==> src/rtl/xpmwrap_pkg.sv <==
// Shared types and width helpers for the xpmwrap RAM reader.
// Imported by the reader top and its output FIFO.
package xpmwrap_pkg;

   typedef enum logic [1:0] {
      IDLE,
      RUN,
      DRAIN,
      DONE
   } rd_state_e;

   function automatic int cnt_width(input int n);
      return $clog2(n + 1);
   endfunction

   function automatic int ptr_width(input int n);
      return (n > 1) ? $clog2(n) : 1;
   endfunction

endpackage

==> src/rtl/xpmwrap_sync_fifo.sv <==
// Small synchronous FIFO with occupancy count.
// Push and pop in the same cycle both take effect.
module xpmwrap_sync_fifo
   import xpmwrap_pkg::*;
#(
   parameter int DEPTH = 4,
   parameter int WIDTH = 33,
   localparam int CW = cnt_width(DEPTH),
   localparam int PW = ptr_width(DEPTH)
) (
   input  logic             clk,
   input  logic             rst_n,
   input  logic             push,
   input  logic [WIDTH-1:0] din,
   input  logic             pop,
   output logic [WIDTH-1:0] dout,
   output logic [CW-1:0]    count,
   output logic             full,
   output logic             empty
);

   logic [WIDTH-1:0] mem [DEPTH];
   logic [PW-1:0]    wp;
   logic [PW-1:0]    rp;

   function automatic logic [PW-1:0] bump(input logic [PW-1:0] p);
      return (p == PW'(DEPTH - 1)) ? '0 : p + PW'(1);
   endfunction

   always_ff @(posedge clk) begin
      if (!rst_n) begin
         wp    <= '0;
         rp    <= '0;
         count <= '0;
      end else begin
         if (push) wp <= bump(wp);
         if (pop)  rp <= bump(rp);
         if (push && !pop)
            count <= count + CW'(1);
         else if (pop && !push)
            count <= count - CW'(1);
      end
   end

   always_ff @(posedge clk) begin
      if (push) mem[wp] <= din;
   end

   assign dout  = mem[rp];
   assign full  = (count == CW'(DEPTH));
   assign empty = (count == '0);

endmodule

==> src/rtl/xpmwrap_spram_reader.sv <==
// Burst read master for the xpmwrap single-port RAM: issues reads,
// absorbs RAM latency and streams the data out with tlast.
module xpmwrap_spram_reader
   import xpmwrap_pkg::*;
#(
   parameter int ADDR_WIDTH_A = 6,
   parameter int DATA_WIDTH   = 32,
   parameter int READ_LATENCY = 2,
   parameter int FIFO_DEPTH   = 4
) (
   input  logic                  clka,
   input  logic                  rsta_n,
   input  logic                  cmd_valid,
   output logic                  cmd_ready,
   input  logic [ADDR_WIDTH_A-1:0] cmd_addr,
   input  logic [ADDR_WIDTH_A:0] cmd_len,
   output logic                  m_tvalid,
   input  logic                  m_tready,
   output logic [DATA_WIDTH-1:0] m_tdata,
   output logic                  m_tlast,
   output logic                  busy,
   output logic                  done,
   output logic [ADDR_WIDTH_A-1:0] mem_addra,
   output logic                  mem_ena,
   output logic                  mem_wea,
   output logic                  mem_regcea,
   output logic                  mem_rsta,
   input  logic [DATA_WIDTH-1:0] mem_douta
);

   localparam int LW = ADDR_WIDTH_A + 1;
   localparam int CW = cnt_width(FIFO_DEPTH);
   localparam int IW = cnt_width(READ_LATENCY);

   rd_state_e state;
   rd_state_e nxt;

   logic [ADDR_WIDTH_A-1:0] addr;
   logic [LW-1:0]           rem;
   logic [READ_LATENCY-1:0] pv;
   logic [READ_LATENCY-1:0] pl;
   logic [IW-1:0]           inflight;
   logic [CW-1:0]           fcount;
   logic                    ffull;
   logic                    fempty;
   logic                    accept;
   logic                    issue;
   logic                    last_issue;
   logic                    push;
   logic                    pop;
   logic [DATA_WIDTH:0]     fdout;

   always_comb begin
      inflight = '0;
      for (int i = 0; i < READ_LATENCY; i++)
         inflight = inflight + IW'(pv[i]);
   end

   assign accept     = cmd_valid && cmd_ready;
   // Credits count both buffered beats and reads still in the RAM pipe.
   assign issue      = (state == RUN) && (rem != '0) &&
                       ((int'(fcount) + int'(inflight)) < FIFO_DEPTH);
   assign last_issue = issue && (rem == LW'(1));

   always_comb begin
      nxt = state;
      unique case (state)
         IDLE:
            if (accept)
               nxt = (cmd_len == '0) ? DONE : RUN;
         RUN:
            if (last_issue) nxt = DRAIN;
         DRAIN:
            if ((inflight == '0) && fempty) nxt = DONE;
         DONE:
            nxt = IDLE;
         default:
            nxt = IDLE;
      endcase
   end

   always_ff @(posedge clka) begin
      if (!rsta_n) begin
         state <= IDLE;
         addr  <= '0;
         rem   <= '0;
         pv    <= '0;
         pl    <= '0;
      end else begin
         state <= nxt;
         if (accept) begin
            addr <= cmd_addr;
            rem  <= cmd_len;
         end else if (issue) begin
            addr <= addr + ADDR_WIDTH_A'(1);
            rem  <= rem - LW'(1);
         end
         pv[0] <= issue;
         pl[0] <= last_issue;
         for (int i = 1; i < READ_LATENCY; i++) begin
            pv[i] <= pv[i-1];
            pl[i] <= pl[i-1];
         end
      end
   end

   assign push = pv[READ_LATENCY-1];
   assign pop  = m_tvalid && m_tready;

   xpmwrap_sync_fifo #(
      .DEPTH (FIFO_DEPTH),
      .WIDTH (DATA_WIDTH + 1)
   ) u_fifo (
      .clk   (clka),
      .rst_n (rsta_n),
      .push  (push),
      .din   ({pl[READ_LATENCY-1], mem_douta}),
      .pop   (pop),
      .dout  (fdout),
      .count (fcount),
      .full  (ffull),
      .empty (fempty)
   );

   always_ff @(posedge clka) begin
      if (rsta_n)
         assert (!(push && ffull && !pop))
            else $error("reader fifo overflow");
   end

   assign m_tvalid   = !fempty;
   assign m_tdata    = fdout[DATA_WIDTH-1:0];
   assign m_tlast    = fdout[DATA_WIDTH] && !fempty;
   assign cmd_ready  = (state == IDLE);
   assign busy       = (state != IDLE);
   assign done       = (state == DONE);
   assign mem_addra  = addr;
   assign mem_ena    = issue;
   assign mem_wea    = 1'b0;
   assign mem_regcea = 1'b1;
   assign mem_rsta   = ~rsta_n;

endmodule

==> config.mk <==
export PLATFORM = sky130hd
export DESIGN_NAME = xpmwrap_spram_reader
export DESIGN_NICKNAME = d
export VERILOG_FILES = /design/src/rtl/xpmwrap_pkg.sv /design/src/rtl/xpmwrap_sync_fifo.sv /design/src/rtl/xpmwrap_spram_reader.sv
export SDC_FILE = /design/constraint.sdc
export NUM_CORES = 1
export LEC_CHECK = 0
export CAP_MARGIN = 15
export CORE_AREA = 2 2 229 118
export DETAILED_ROUTE_END_ITERATION = 8
export DIE_AREA = 0 0 231 120
export HOLD_SLACK_MARGIN = 0.08
export SLEW_MARGIN = 20
export SYNTH_ARGS = -nofsm -noshare
export SYNTH_HDL_FRONTEND = slang
export SYNTH_SLANG_ARGS = --single-unit
==> constraint.sdc <==
create_clock -name clka -period 2.6 [get_ports clka]
set_input_delay 0.65 -clock clka [delete_from_list [all_inputs] [get_ports clka]]
set_output_delay 0.65 -clock clka [all_outputs]
set_load 0.02 [all_outputs]
; ---- Yosys cells after proc, flatten, opt, wreduce, memory -nomap -nowiden
; Memory sizes are Yosys's and may differ from the RTL's. A register that Yosys moved wholly into a read port is not among the register bits.
; Cells that the tools add are included.
[word_totals]
in_bits = 49
word_cells = 66
ramBits = 132
n_memories = 1
ff_bits = 26
out_inout_bits = 47
[classes]
n_bitwise = 1
n_eq_ne = 9
n_addsub = 8
muxes = 17
magnitude_cmp = 1
reduce_logical = 21
[memory_table]
columns = name, depth, width, read_ports, rd_clocked_by_memory_dff, write_ports, line
row1 = u_fifo.mem, 4, 33, 1, 1, 1, xpmwrap_sync_fifo.sv:22  ; logic [WIDTH-1:0] mem [DEPTH];
[op_table]
columns = cell, n
row1 = $mux 2, 8
row2 = $mux 7, 2
row3 = $mux 6, 2
row4 = $logic_and 1x1->1, 9
row5 = $eq 2x2->1 const B, 4
row6 = $pmux 2 s4, 1
row7 = $eq 7x1->1 const B, 1
row8 = $logic_not 7->1, 1
row9 = $reduce_bool 7->1, 1
row10 = $sub 7x1->7 const B, 1
row11 = $add 6x1->6 const B, 1
row12 = $mux 3, 2
row13 = $reduce_bool 2->1, 3
row14 = $add 2x1->2 const B, 2
row15 = $add 3x2->4, 1
row16 = $logic_not 2->1, 2
row17 = $lt 4x3->1 const B, 1
row18 = $ne 2x2->1 const B, 2
row19 = $add 3x1->3 const B, 1
row20 = $logic_not 1->1, 3
row21 = $logic_not 3->1, 1
row22 = $reduce_and 3->1, 1
row23 = $sub 3x1->3 const B, 1
row24 = $add 1x1->2, 1
row25 = 4 further kinds, 5

; ---- Depth between registers and ports, before layout
[logic_depth]
ltp_word = 7
ltp_mapped = 9
ltp_nobuf = 8

; ---- Hierarchy
; Synthesis repeated with hierarchy kept, for this count alone.
[unflattened]
hier_cells = 347
hier_area_um2 = 6391.1
[modules_own_cells]
columns = module, cells_each, area_per_inst_um2, n_inst, seq_area_each_um2
row1 = xpmwrap_sync_fifo, 217, 5265.0, 1, 4144.0
row2 = xpmwrap_spram_reader, 130, 1126.1, 1, 380.4

; ---- Least setup slack after synthesis
; OpenSTA, ideal clock, no wires.
[synth_timing]
path_type = flip-flop to flip-flop
start = register u_fifo.count[0]
end = register u_fifo.count[2]
setup_slack_ps = 286
arrival_time_ps = 2239
path_stages_with_launch = 10
t_required_ps = 2525
path_cell_list = dfxtp_1 or3_1 clkbuf_1 nand2_1 ha_1 inv_1 fa_1 xor2_1 or3_1 a21oi_1
[synth_via]
elab_chain_cells = 6
word_cells_on_any_way = 11
classes_between = add/sub (2) / mux (2) / reduce/logical (7)
[synth_rtl]
columns = element, line
row1 = from (decl), xpmwrap_sync_fifo.sv:17  ; output logic [CW-1:0] count,
row2 = from (signal assigned), xpmwrap_sync_fifo.sv:39  ; count <= count + CW'(1);
row3 = from (signal assigned), xpmwrap_sync_fifo.sv:41  ; count <= count - CW'(1);
row4 = $logic_not 3->1 *, xpmwrap_sync_fifo.sv:51  ; assign empty = (count == '0);
row5 = $logic_not 1->1 *, xpmwrap_spram_reader.sv:131  ; assign m_tvalid = !fempty;
row6 = named net m_tvalid, xpmwrap_spram_reader.sv:17  ; output logic m_tvalid,
row7 = $logic_and 1x1->1 *, xpmwrap_spram_reader.sv:108  ; assign pop = m_tvalid && m_tready;
row8 = $logic_not 1->1, xpmwrap_sync_fifo.sv:38  ; if (push && !pop)
row9 = $logic_and 1x1->1, xpmwrap_sync_fifo.sv:38
row10 = $mux 3 or $reduce_bool 2->1 (tied branches), --
; The timed path passes the listed nets; every way through them passes the cells marked *. The select of a mux whose other input is x is not followed.
; A chain may end at the register's enable or synchronous reset.

==> report_table.html <==
<table>
<tr><th>Metric</th><th>Value</th></tr>
<tr><th colspan="2">Routing</th></tr>
<tr><td>Detailed Route WL</td><td>14600 µm</td></tr>
<tr><td>Number of DRC violations after detailed routing</td><td>0</td></tr>
<tr><td>Initial detailed-routing violation count</td><td>155</td></tr>
<tr><td>Number of optimization iterations in the first detailed-route pass</td><td>4</td></tr>
<tr><td>Total vias in the final route</td><td>3538</td></tr>
<tr><td>Routed vias/inst</td><td>4.23</td></tr>
<tr><td>Average wire per standard cell</td><td>17.5 µm</td></tr>
<tr><td>Antenna Violating Nets Remaining</td><td>0</td></tr>
<tr><th colspan="2">Yosys</th></tr>
<tr><td>Area share of the leading cell type in the synthesized netlist</td><td>0.625</td></tr>
<tr><td>Area share of xor/xnor cells in the synthesized design</td><td>0.0166</td></tr>
<tr><td>Synthesized net count</td><td>417</td></tr>
<tr><td>Flop and latch count out of synthesis</td><td>160</td></tr>
<tr><td>Largest cells by area after synthesis</td><td>sky130_fd_sc_hd__edfxtp_1, sky130_fd_sc_hd__mux4_2, sky130_fd_sc_hd__dfxtp_1</td></tr>
<tr><td>Post-synthesis cell type with the largest combined area</td><td>sky130_fd_sc_hd__edfxtp_1</td></tr>
<tr><td>Area share of and/or/nand/nor cells after synthesis</td><td>0.0497</td></tr>
<tr><td>Adder-cell share of the synthesized area</td><td>0.0367</td></tr>
<tr><td>Number of instances in the synthesized netlist</td><td>350</td></tr>
<tr><td>Main combinational cell family by area after synthesis</td><td>multiplexers</td></tr>
<tr><td>Synthesized cell area</td><td>0.00634 mm²</td></tr>
<tr><td>Unique masters post-synth</td><td>36</td></tr>
<tr><td>Mean Syn Cell Area</td><td>18.1 µm²</td></tr>
<tr><td>FFs w/ async S/R, synth</td><td>0</td></tr>
<tr><td>Synth Flop Type</td><td>sky130_fd_sc_hd__edfxtp_1</td></tr>
<tr><td>Post-synthesis mux area share</td><td>0.123</td></tr>
<tr><td>Synth warnings</td><td>0</td></tr>
<tr><td>Post-synth EDFFs</td><td>132</td></tr>
<tr><td>Area fraction in compound gates after synthesis</td><td>0.0357</td></tr>
<tr><td>Proportion of synthesized chip area in sequential cells</td><td>0.713</td></tr>
<tr><th colspan="2">Setup path</th></tr>
<tr><td>Capturing element type of the critical path</td><td>output port</td></tr>
<tr><td>Setup slack of the most critical reg-to-reg path</td><td>220 ps</td></tr>
<tr><td>Arrival time of the worst setup path</td><td>1870 ps</td></tr>
<tr><td>Depth of the worst register-to-register path</td><td>8</td></tr>
<tr><td>Startpoint of the worst register-to-register path</td><td>u_fifo.count[0]</td></tr>
<tr><td>Worst Setup Start Kind</td><td>flop</td></tr>
<tr><td>Capture point of the worst path</td><td>m_tlast</td></tr>
<tr><td>Worst Setup Path Type</td><td>reg2out</td></tr>
<tr><td>Worst R2R End</td><td>u_fifo.count[2]</td></tr>
<tr><td>Critical Path RT</td><td>1950 ps</td></tr>
<tr><td>Maximum fanout encountered on the critical timing path</td><td>5</td></tr>
<tr><th colspan="2">STA</th></tr>
<tr><td>Minimum clock period</td><td>2520 ps</td></tr>
<tr><td>Final Cycle Share</td><td>0.969</td></tr>
<tr><td>Worst-case headroom to the max-slew limit</td><td>0.551</td></tr>
<tr><td>Setup repair after global routing missed its margin</td><td>no</td></tr>
<tr><td>Worst setup margin</td><td>80.1 ps</td></tr>
<tr><td>Clock Skews</td><td>7.51 ps</td></tr>
<tr><td>Hold Vio Cnt, Final</td><td>0</td></tr>
<tr><td>Count of pins over their slew limit</td><td>0</td></tr>
<tr><td>Highest clock rate</td><td>397 MHz</td></tr>
<tr><td>Endpoints failing setup</td><td>0</td></tr>
<tr><td>Worst-margin pin slew</td><td>673 ps</td></tr>
<tr><th colspan="2">Finish</th></tr>
<tr><td>Flip-flop and latch area</td><td>0.00453 mm²</td></tr>
<tr><td>Final-stage net count</td><td>537</td></tr>
<tr><td>Final Cell Area</td><td>0.00839 mm²</td></tr>
<tr><td>Total of fill cells in the finished design</td><td>2534</td></tr>
<tr><td>Area growth from synthesis to layout</td><td>32.3%</td></tr>
<tr><td>Fraction of final layout cells sized beyond drive strength 1</td><td>0.238</td></tr>
<tr><td>Leading cell types in the layout, fill and taps excluded</td><td>sky130_fd_sc_hd__edfxtp_1, sky130_fd_sc_hd__clkdlybuf4s50_1, sky130_fd_sc_hd__mux4_2, sky130_fd_sc_hd__dfxtp_1</td></tr>
<tr><td>Most common cell after layout, fill and taps aside</td><td>sky130_fd_sc_hd__edfxtp_1</td></tr>
<tr><td>Multi-input combinational cell area</td><td>0.00168 mm²</td></tr>
<tr><th colspan="2">Run status</th></tr>
<tr><td>Result of the run</td><td>complete, no violations</td></tr>
<tr><th colspan="2">Global route</th></tr>
<tr><td>Largest net degree at the start of global routing</td><td>34</td></tr>
<tr><td>Global-route wire length before repair</td><td>22200 µm</td></tr>
<tr><td>Vias in the first global route</td><td>3846</td></tr>
<tr><td>Initial antenna violation count</td><td>1</td></tr>
<tr><td>Tot GR Track Use</td><td>0.111</td></tr>
<tr><td>Grt total ovfl</td><td>0</td></tr>
<tr><th colspan="2">Clocking</th></tr>
<tr><td>CTS buffer count</td><td>17</td></tr>
<tr><td>Worst-path clk slew</td><td>70 ps</td></tr>
<tr><td># H-tree levels</td><td>4</td></tr>
<tr><td>Worst-case clock buffer depth</td><td>2</td></tr>
<tr><td>Worst-skew pair later-pin latency</td><td>430 ps</td></tr>
<tr><td>Clock tree root buffer cell</td><td>sky130_fd_sc_hd__clkbuf_16</td></tr>
<tr><td>Clock Sink Count</td><td>160</td></tr>
<tr><td>Number of hold-repair buffers added at the cts stage</td><td>0</td></tr>
<tr><td>TritonCTS clock tree</td><td>done</td></tr>
<tr><th colspan="2">Floorplan</th></tr>
<tr><td>Area enclosed by the die boundary</td><td>0.0277 mm²</td></tr>
<tr><td>Die outline width</td><td>231 µm</td></tr>
<tr><td>Area of the core</td><td>0.0259 mm²</td></tr>
<tr><td>Site row count</td><td>42</td></tr>
<tr><td>Io pins</td><td>96</td></tr>
<tr><td>Vertical die dimension</td><td>120 µm</td></tr>
<tr><td>Starting utilization of the core area</td><td>0.245</td></tr>
<tr><th colspan="2">Placement</th></tr>
<tr><td>Final estimated routing congestion in global placement</td><td>0.826</td></tr>
<tr><td>Placed wire-length estimate after detailed placement</td><td>10300 µm</td></tr>
<tr><td>Cell area reported after detailed placement</td><td>0.00785 mm²</td></tr>
<tr><td>Setup slack after placement</td><td>57.8 ps</td></tr>
<tr><td>Number of input and output port buffers inserted</td><td>93</td></tr>
<tr><th colspan="2">Job</th></tr>
<tr><td>MaxCap Viol Count</td><td>0</td></tr>
<tr><th colspan="2">Min path</th></tr>
<tr><td>Classification of the worst-slack hold path</td><td>reg2reg</td></tr>
<tr><th colspan="2">Pwr</th></tr>
<tr><td>Maximum ir drop on the vdd rail</td><td>0.361 mV</td></tr>
<tr><td>Tot Pwr</td><td>7.67 mW</td></tr>
<tr><td>Power per standard cell area</td><td>914 mW/mm²</td></tr>
<tr><td>Leakage power</td><td>2.87 nW</td></tr>
</table>
==> routing by layer <==
layer	vias to the layer above	share of wire	GRT usage
met5	-	0	0
met4	0	0.022	0.0552
met3	27	0.042	0.0347
met2	77	0.48	0.170
met1	1828	0.46	0.144
li1	1606	-	-
==> synth_stat cells (all sizes together) (4+ instances only) <==
| cell | number |
|---|---|
| edfxtp | 132 |
| mux4 | 33 |
| dfxtp | 28 |
| a21oi | 18 |
| ha | 17 |
| o21ai | 15 |
| inv | 12 |
| nand3 | 11 |
| clkbuf | 10 |
| nor2 | 10 |
| xor2 | 9 |
| and2 | 8 |
| buf | 8 |
| mux2i | 4 |
| nand2 | 4 |
==> cells by family after synthesis <==
kind of cell               Yosys count
DFF                                160
other                                2
adders and majority gates           18
muxes                               37
xor gates and xnor gates            12
AOI/OAI and AO/OA                   38
buffers and inverters               30
and+or+nand+nor                     53
==> stage by stage <==
stage           util  setup TNS, ps  hold WS (ps)  cells
3_5_place_dp   0.303              0           448    799
2_1_floorplan      -              0           412    350
6_report       0.324              0           461    836
3_3_place_gp   0.303              0           450    799
4_1_cts        0.324          -58.8           462    835
5_1_grt        0.324              0           480    836
==> flip-flops by register name (all words and copies together), names as in the netlist, named ones only <==
register / count
u_fifo.mem: 132
rem: 7
mem_addra: 6
u_fifo.count: 3
pl: 2
pv: 2
state: 2
u_fifo.rp: 2
u_fifo.wp: 2
==> final cells by class <==
type	instances	share of cell area
multi-input combinational	160	0.200
clock buffer	18	0.0512
clock inverter	14	0.0177
tap	352	0.0525
inverter	12	0.00537
antenna	1	0.000298
timing repair buffer	119	0.133
sequential	160	0.540
==> power by group <==
group          switching, mW  internal (mW)  total (mW)  leakage, nW
sequential             0.167           2.95        3.11         1.42
combinational           1.13          0.976        2.10         1.16
clock                   1.09           1.36        2.45        0.284
==> how the worst min path moves through the flow <==
stage,endpoint,slack (ps),from,depth (start not counted)
2_1_floorplan,pl[1],410,pl[0],1
3_3_place_gp,pv[1],450,pv[0],2
3_5_place_dp,pl[1],450,pl[0],1
4_1_cts,pl[1],460,pl[0],1
5_1_grt,pl[1],480,pl[0],1
6_report,pl[1],460,pl[0],1
==> worst max-delay path: stages, from the launching register on <==
cell                            delay (ps)
sky130_fd_sc_hd__dfxtp_4               400
sky130_fd_sc_hd__mux4_2                540
sky130_fd_sc_hd__and2_1                170
sky130_fd_sc_hd__dlygate4sd2_1         320
==> timing repair <==
action,in CTS,in global routing
gates resized for setup,74,7
setup buffers,4,0
pin swaps,0,0
setup endpoints to repair,35,7
(Power assumes the default switching activity.)
